==> src/rtl/stream_fifo.sv <==
// Single-clock FIFO using all 2^ADDR_WIDTH entries, with selectable FWFT or registered read,
// occupancy count, synchronous flush and sticky overflow/underflow flags.
module stream_fifo #(
    parameter int unsigned DATA_WIDTH          = 16,
    parameter int unsigned ADDR_WIDTH          = 5,
    parameter int unsigned ALMOST_EMPTY_MARGIN = 2,
    parameter int unsigned ALMOST_FULL_MARGIN  = 2,
    parameter int unsigned FWFT                = 1
) (
    input  logic                  clk_i,
    input  logic                  rst_ni,
    input  logic                  flush_i,
    input  logic [DATA_WIDTH-1:0] write_data_i,
    input  logic                  write_enable_i,
    input  logic                  read_enable_i,
    output logic [DATA_WIDTH-1:0] read_data_o,
    output logic                  read_valid_o,
    output logic [ADDR_WIDTH:0]   count_o,
    output logic                  fifo_empty_o,
    output logic                  fifo_almost_empty_o,
    output logic                  fifo_almost_full_o,
    output logic                  fifo_full_o,
    output logic                  overflow_o,
    output logic                  underflow_o
);

    localparam int unsigned DEPTH = 1 << ADDR_WIDTH;
    localparam int unsigned PW    = ADDR_WIDTH + 1;

    localparam logic [PW-1:0] FULL_LVL = PW'(DEPTH);
    localparam logic [PW-1:0] AE_LVL   = PW'(ALMOST_EMPTY_MARGIN);
    localparam logic [PW-1:0] AF_LVL   = PW'(DEPTH - ALMOST_FULL_MARGIN);

    logic [DATA_WIDTH-1:0] mem [DEPTH];
    logic [PW-1:0]         wr_ptr;
    logic [PW-1:0]         rd_ptr;
    logic [PW-1:0]         mem_cnt;
    logic [PW-1:0]         count_next;
    logic                  rd_ok;
    logic                  wr_ok;
    logic                  load;

    // Accept logic; in FWFT mode the output register is refilled whenever it is free or being popped.
    always_comb begin
        rd_ok      = 1'b0;
        load       = 1'b0;
        wr_ok      = 1'b0;
        mem_cnt    = wr_ptr - rd_ptr;
        if (FWFT != 0) begin
            rd_ok = read_enable_i && read_valid_o;
            load  = (mem_cnt != '0) && (!read_valid_o || rd_ok);
        end else begin
            rd_ok = read_enable_i && !fifo_empty_o;
            load  = rd_ok;
        end
        wr_ok      = write_enable_i && (!fifo_full_o || rd_ok);
        count_next = count_o + PW'(wr_ok) - PW'(rd_ok);
    end

    // Storage array, not reset.
    always_ff @(posedge clk_i) begin
        if (wr_ok && !flush_i) begin
            mem[wr_ptr[ADDR_WIDTH-1:0]] <= write_data_i;
        end
    end

    always_ff @(posedge clk_i or negedge rst_ni) begin
        if (!rst_ni) begin
            wr_ptr              <= '0;
            rd_ptr              <= '0;
            read_data_o         <= '0;
            read_valid_o        <= 1'b0;
            count_o             <= '0;
            fifo_empty_o        <= 1'b1;
            fifo_almost_empty_o <= 1'b1;
            fifo_almost_full_o  <= 1'b0;
            fifo_full_o         <= 1'b0;
            overflow_o          <= 1'b0;
            underflow_o         <= 1'b0;
        end else if (flush_i) begin
            wr_ptr              <= '0;
            rd_ptr              <= '0;
            read_valid_o        <= 1'b0;
            count_o             <= '0;
            fifo_empty_o        <= 1'b1;
            fifo_almost_empty_o <= 1'b1;
            fifo_almost_full_o  <= 1'b0;
            fifo_full_o         <= 1'b0;
            overflow_o          <= 1'b0;
            underflow_o         <= 1'b0;
        end else begin
            if (wr_ok) begin
                wr_ptr <= wr_ptr + PW'(1);
            end
            // Registered read pulses valid per pop; FWFT keeps valid while a head is held.
            if (load) begin
                rd_ptr       <= rd_ptr + PW'(1);
                read_data_o  <= mem[rd_ptr[ADDR_WIDTH-1:0]];
                read_valid_o <= 1'b1;
            end else if ((FWFT == 0) || rd_ok) begin
                read_valid_o <= 1'b0;
            end
            count_o             <= count_next;
            fifo_empty_o        <= (count_next == '0);
            fifo_almost_empty_o <= (count_next <= AE_LVL);
            fifo_almost_full_o  <= (count_next >= AF_LVL);
            fifo_full_o         <= (count_next == FULL_LVL);
            if (write_enable_i && !wr_ok) begin
                overflow_o <= 1'b1;
            end
            if (read_enable_i && !rd_ok) begin
                underflow_o <= 1'b1;
            end
        end
    end

endmodule

==> config.mk <==
export PLATFORM = sky130hd
export DESIGN_NAME = stream_fifo
export DESIGN_NICKNAME = d
export VERILOG_FILES = /design/src/rtl/stream_fifo.sv
export SDC_FILE = /design/constraint.sdc
export NUM_CORES = 1
export LEC_CHECK = 0
export ABC_AREA = 1
export CAP_MARGIN = 30
export CELL_PAD_IN_SITES_DETAIL_PLACEMENT = 1
export CELL_PAD_IN_SITES_GLOBAL_PLACEMENT = 1
export CORE_MARGIN = 2
export CORE_UTILIZATION = 45
export CTS_CLUSTER_DIAMETER = 100
export DETAILED_ROUTE_END_ITERATION = 10
export PLACE_DENSITY_LB_ADDON = 0.1
export SLEW_MARGIN = 20
export SYNTH_ARGS = -nofsm -noshare
export SYNTH_HDL_FRONTEND = slang
export SYNTH_SLANG_ARGS = --single-unit
==> constraint.sdc <==
create_clock -name clk_i -period 4.3 [get_ports clk_i]
set_clock_uncertainty 0.15 [all_clocks]
set_input_delay 1.29 -clock clk_i [delete_from_list [all_inputs] [get_ports clk_i]]
set_output_delay 1.29 -clock clk_i [all_outputs]
set_load 0.03 [all_outputs]
==> impl_metrics.toml, run 1 <==
[status]
status = "complete, no violations"

[placed_design]
hpwl_mm = 42.86
place_congestion = 0.8456
place_ws_ns = 0.2311
dpl-instance-area_sq_um = 24780
io_buffers = 49

[pwr]
p_int_w = 0.01013
switching_power_w = 0.005168
leakage_nw = 10.54
p_seq_share_pct = 40.7
p_clk_share_pct = 32.8
max-vdd-ir-drop_mv = 0.3562
sw_frac_of_total_pct = 33.77
pwr-share-comb_pct = 26.5
powerDensity_nw_per_um2 = 572.5

[setup_path]
start_kind = "register"
rr_startpoint = "rd_ptr[4]"
critical_path.startpoint = "rd_ptr[4]"
crit_path_end_kind = "register"
path_max_fanout = 19
critPathKind = "reg2reg"
cp.required_ns = 4.71
worstPathArrival_ns = 3.88

[drt]
vias = 15708
avgRoutedWirePerCell_um = 23.21
highest_layer = "met5"
drt_iter0_markers = 1520
met1_length_mm = 30.47
wl_met3_mm = 4.197
dr.pass1.iters = 5
wl_met2_mm = 32.14
ant_nets = 0
drcViolationCount = 0
viasPerCell = 5.310
routed_wl_mm = 68.65

[yosys]
synth-adder-area-share_pct = 0.9477
synthMuxAreaShare_pct = 0
synthXorXnorAreaFrac_pct = 0.3015
yosys.area_share.simple_pct = 20.81
yosysTopAreaCellShare_pct = 66.16
ys_types = 32
synth_top_family_by_area = "simple AND/OR/NAND/NOR gates"
synth_fp_nets = 2176
netlist_top_cells_area = "edfxtp_1, nand2_1, nand3_1, dfrtp_1, nor2_1"
synth_compound_area_share_pct = 2.504
yosysWarnings = 0
synth_seq_cells = 553
netlist_instances = 2138
synth.avg_cell_area_sq_um = 10.87
syn_area_sq_um = 23240
synth_area_leader_cell = "edfxtp_1"
yosysSeqAreaShare_pct = 70.59

[global_route]
track_usage_pct = 26.17
grt_pass1_vias = 16357
antenna_found_initial = 3
grt_max_degree = 126
grt_pass1_wl_mm = 102.8
grt_overflow_total = 0

[floorplanning]
start_util_pct = 45.39
die_y_um = 231.2
io_pins = 50
coreArea_sq_um = 51200
dieArea_sq_um = 53470
chipWidth_um = 231.2
rows = 83

[clock_tree]
cts_tree = "done"
clock_path_buffers = 3
htreeDepth = 2
cts_resized = 0
postCtsHoldBufs = 0
clockRootBuffer = "clkbuf_16"
cts_setup_buffers = 0
clock_latency_ns = 0.63
cts_buffers = 58
cts_sinks = 553
clk_pin_slew_ns = 0.06

[layout]
nets = 2266
syn2layout_area_growth_pct = 15.03
mostFrequentLayoutCells = "nand2_1, edfxtp_1, nand3_1"
final_common_cell = "nand2_1"
drive_above_1_share_pct = 9.003
fin_area_sq_um = 26730
n_fill_cell = 5453

[flow_run]
cap_violations = 0

[sta]
tns_ns = 0
fin_crit_sh_pct = 80.61
fin_ws_ns = 0.8339
tightest_slew_ns = 0.9363
slew_headroom_pct = 37.58
setup_viol = 0
grt_setup_unrepaired = "false"
hold_viol = 0
fin_crit_ns = 3.466
clock.fmax_ghz = 0.2885
final_max_slew_viol_count = 0
hold-worst-slack_ns = 0.3673

[min_path]
min-delay-start = "read_data_o[11]"
hold_path.class = "reg2reg"
## cells by family (layout without fill, tap and decap cells)
| kind of cell | after synthesis | after routing |
|---|---|---|
| AND/OR/NAND/NOR | 1186 | 1186 |
| flip-flops | 553 | 553 |
| buffers and inverters | 262 | 401 |
| AO/OA/AOI/OAI | 112 | 112 |
| adder cells (fa/ha/maj) | 17 | 17 |
| XOR/XNOR | 8 | 8 |
| other | 0 | 1 |
## area by class of cell
cell class	instances	area (sq um)	area share [%]
clock buffer	88	1675	6.268
sequential	553	16410	61.39
tap	680	850.8	3.183
timing repair buffer	139	1236	4.625
clock inverter	21	229.0	0.8566
multi-input combinational	1323	5746	21.50
antenna	1	2.502	0.009362
inverter	153	581.8	2.177
## worst max-delay path: stages, from the launching register on
cell	delay [ns]
dfrtp_1	0.34
buf_4	0.27
clkinv_1	0.64
ha_1	0.59
nor2_1	0.15
nand3_1	0.09
nand2_1	0.07
nor2_1	0.05
nand2_2	0.13
nand3_4	0.26
inv_2	0.40
nand3_1	0.16
nand2_1	0.10
## path summary, 6_finish.rpt
| check | endpoint | slack, ns | cells after the start |
|---|---|---|---|
| max in group asynchronous | read_data_o[9] | 2.97 | 3 |
| min in group asynchronous | count_o[2] | 0.38 | 1 |
| hold reg to reg | read_data_o[11] | 0.37 | 2 |
| hold / removal | read_data_o[11] | 0.37 | 2 |
| setup / recovery | read_data_o[5] | 0.83 | 12 |
| setup reg to reg | read_data_o[5] | 0.83 | 12 |
## routing by layer
metal  GRT usage [%]  vias to the layer above
met3           5.057                      115
met1           35.97                     7870
li1                -                     7351
met4           7.641                        6
met5               0                        -
met2           42.42                      366
## stage by stage
step,std cells,utilization (%),power (W)
floorplan,2138,-,0.008881
global placement,2846,48.39,0.01029
detailed placement,2846,48.39,0.01038
CTS,2955,52.11,0.01540
global route,2957,52.20,0.01603
finish,2958,52.21,0.01530
## flip-flops by register name, indices dropped and copies added (netlist names), 6 cells and up
signal,cells
mem,512
read_data_o,16
count_o,6
rd_ptr,6
wr_ptr,6
## Yosys cell counts (all sizes together)
library cell and count:
nand2 732, edfxtp 512, nand3 265, nor2 174, inv 150, buf 90
a21oi 52, o21ai 52, dfrtp 39, clkbuf 19, ha 16, o211ai 7
xor2 6, nand4 5, and3 4, clkinv 3, nor3 3, dfstp 2
xnor2 2, fa 1, nor3b 1, nor4 1, o2bb2ai 1, or2 1
## power groups by stage
stage | clock network (W) | logic [W] | registers, W
6_report | 0.00502 | 0.00406 | 0.00623
3_5_place_dp | 0 | 0.00405 | 0.00633
4_1_cts | 0.00510 | 0.00407 | 0.00623
2_1_floorplan | 0 | 0.00242 | 0.00646
5_1_grt | 0.00529 | 0.00450 | 0.00624
3_3_place_gp | 0 | 0.00396 | 0.00634
Note: power is estimated with default switching activity, not from simulation.
==> run 2, diff against run 1 <==
Clock period 4.3 ns to 3.35 ns, I/O delays scaled along.
==> run 2 against run 1 <==
Compared with the run above: die area did not move; combinational power up 33%; via count increased by 0.55%; global-route usage is 0.77 points lower; clock power rose by 29%; sequential share of layout area fell by 0.81 points; cell area up 1.3%; count of clock-buffer cells in the layout down 4; critical path depth rose by 3.
==> impl_metrics.toml, run 2 (synthesis gave the netlist of run 1 again) <==
[pwr]
powerDensity_nw_per_um2 = 731.7
total_power_w = 0.01982
max-vdd-ir-drop_mv = 0.4562
leakage_nw = 10.70

[setup_path]
cp.required_ns = 3.74
critPathMaxStageDelay_ns = 0.48
cp_top_family = "adder cells"
slowest_stage = "clkdlybuf4s50_1"
cp_common_cell = "nand2_1"
path_max_fanout = 3
worstPathArrival_ns = 3.52
crit_chain = "clkdlybuf4s50_1 -> nand2_1 -> nand2_1 -> nand2_1 -> ha_1 -> inv_1 -> ha_1 -> fa_1 -> nand2_1 -> nand2_1 -> a21oi_1 -> nand2_1 -> nand2_1 -> nand2_1 -> o21ai_0"
critPathKind = "in2reg"
crit_path_end_kind = "register"
r2r_setup_slack_ns = 0.71
critPathBufInv = 2
start_kind = "input port"

[floorplanning]
chipWidth_um = 231.2
dieArea_sq_um = 53470
coreArea_sq_um = 51200
io_pins = 50
rows = 83
die_y_um = 231.2
start_util_pct = 45.39

[placed_design]
hpwl_mm = 41.11
place_congestion = 0.8391
io_buffers = 49

[layout]
mostFrequentLayoutCells = "nand2_1, edfxtp_1, nand3_1"
largest_reg_flops = 512
final_common_cell = "nand2_1"
syn2layout_area_growth_pct = 16.56
drive_above_1_share_pct = 9.476
nets = 2279
finish.utilization_pct = 52.90
n_antenna_cell = 0

[clock_tree]
cts_tree = "done"
clock_latency_ns = 0.62
postCtsHoldBufs = 0
cts_resized = 0
clk_pin_slew_ns = 0.06
cts_sinks = 553
cts_setup_buffers = 0
htreeDepth = 2
clockRootBuffer = "clkbuf_16"
clock_path_buffers = 3
cts_buffers = 58

[global_route]
track_usage_pct = 25.40
grt_overflow_total = 0
grt_pass1_vias = 16754
grt_pass1_wl_mm = 101.6
grt_max_degree = 100
antenna_found_initial = 0

[sta]
setup_viol = 0
fin_crit_sh_pct = 93.55
final_max_slew_viol_count = 0
hold_viol = 0
tightest_slew_ns = 0.8523
grt_setup_unrepaired = "false"
clock.fmax_ghz = 0.3191
slew_headroom_pct = 43.18
fin_crit_ns = 3.134

[drt]
routed_wl_mm = 66.36
viasPerCell = 5.318
drt_iter0_markers = 1288
ant_nets = 0
avgRoutedWirePerCell_um = 22.34
dr.pass1.iters = 5
drcViolationCount = 0
vias = 15794

[min_path]
hold_path.class = "in2async"

[status]
status = "complete, no violations"

[flow_run]
cap_violations = 0
==> run 2: cell types whose count changed in the layout (fill, tap and decap cells not counted), sizes merged <==
cell / change
clkinv: +5
clkbuf: -4
buf: +9
inv: +2
clkinvlp: -3
diode: -1
clkdlybuf4s50: +4
==> run 2: path summary, 6_finish.rpt <==
kind,startpoint,to,cells after the start
worst min register to register,read_data_o[2],read_data_o[2],2
worst max register to register,read_valid_o,fifo_empty_o,14
worst max-delay path,read_enable_i,fifo_empty_o,15
worst min-delay path,rst_ni,count_o[3],1
min in group clk_i,read_data_o[2],read_data_o[2],2
max in group asynchronous,rst_ni,read_data_o[15],2
==> run 2: area by class of cell <==
cell class,count,area (sq um)
Clock inverter,25,234.0
Inverter,153,581.8
Fill cell,5424,24110
Tap cell,680,850.8
Timing Repair Buffer,152,1584
Clock buffer,84,1680
Sequential cell,553,16410
Multi-Input combinational cell,1323,5746
==> run 2: worst register-to-register path: cells and delay by family (launching register included) <==
family	cells	cell delay, ns
AO/OA/AOI/OAI	2	0.34
AND/OR/NAND/NOR	8	0.71
buffers and inverters	1	0.04
adder cells (fa/ha/maj)	3	0.95
flip-flops	1	0.36
==> run 2: through the flow <==
step	worst slack (ns)	cells	area [sq um]	setup TNS (ns)	hold WS, ns
5_1_grt	0.06456	2970	27080	0	0.3675
3_5_place_dp	-0.3837	2861	25170	-1.873	0.3188
3_3_place_gp	-0.2907	2860	25150	-1.384	0.3135
2_1_floorplan	0.3162	2138	23240	0	0.3685
4_1_cts	0.2532	2970	27080	0	0.3238
6_report	0.2160	2970	27080	0	0.3293
==> run 2: routing by layer <==
metal	vias to the layer above	part of all wire [%]	track usage, %	wire (um)
li1	7377	-	-	-
met1	7945	44	34.54	29510
met2	364	49	42.85	32330
met3	108	4.3	3.408	2833
met4	0	2.6	7.198	1694
met5	-	0	0	0
==> run 2: power by group <==
| part | total [W] | leakage [nW] | internal [W] | switching [W] |
|---|---|---|---|---|
| combinational | 0.00542 | 4.62 | 0.00165 | 0.00377 |
| sequential | 0.00794 | 5.13 | 0.00776 | 0.000182 |
| clock | 0.00646 | 0.949 | 0.00378 | 0.00268 |
| total | 0.0198 | 10.7 | 0.0132 | 0.00663 |
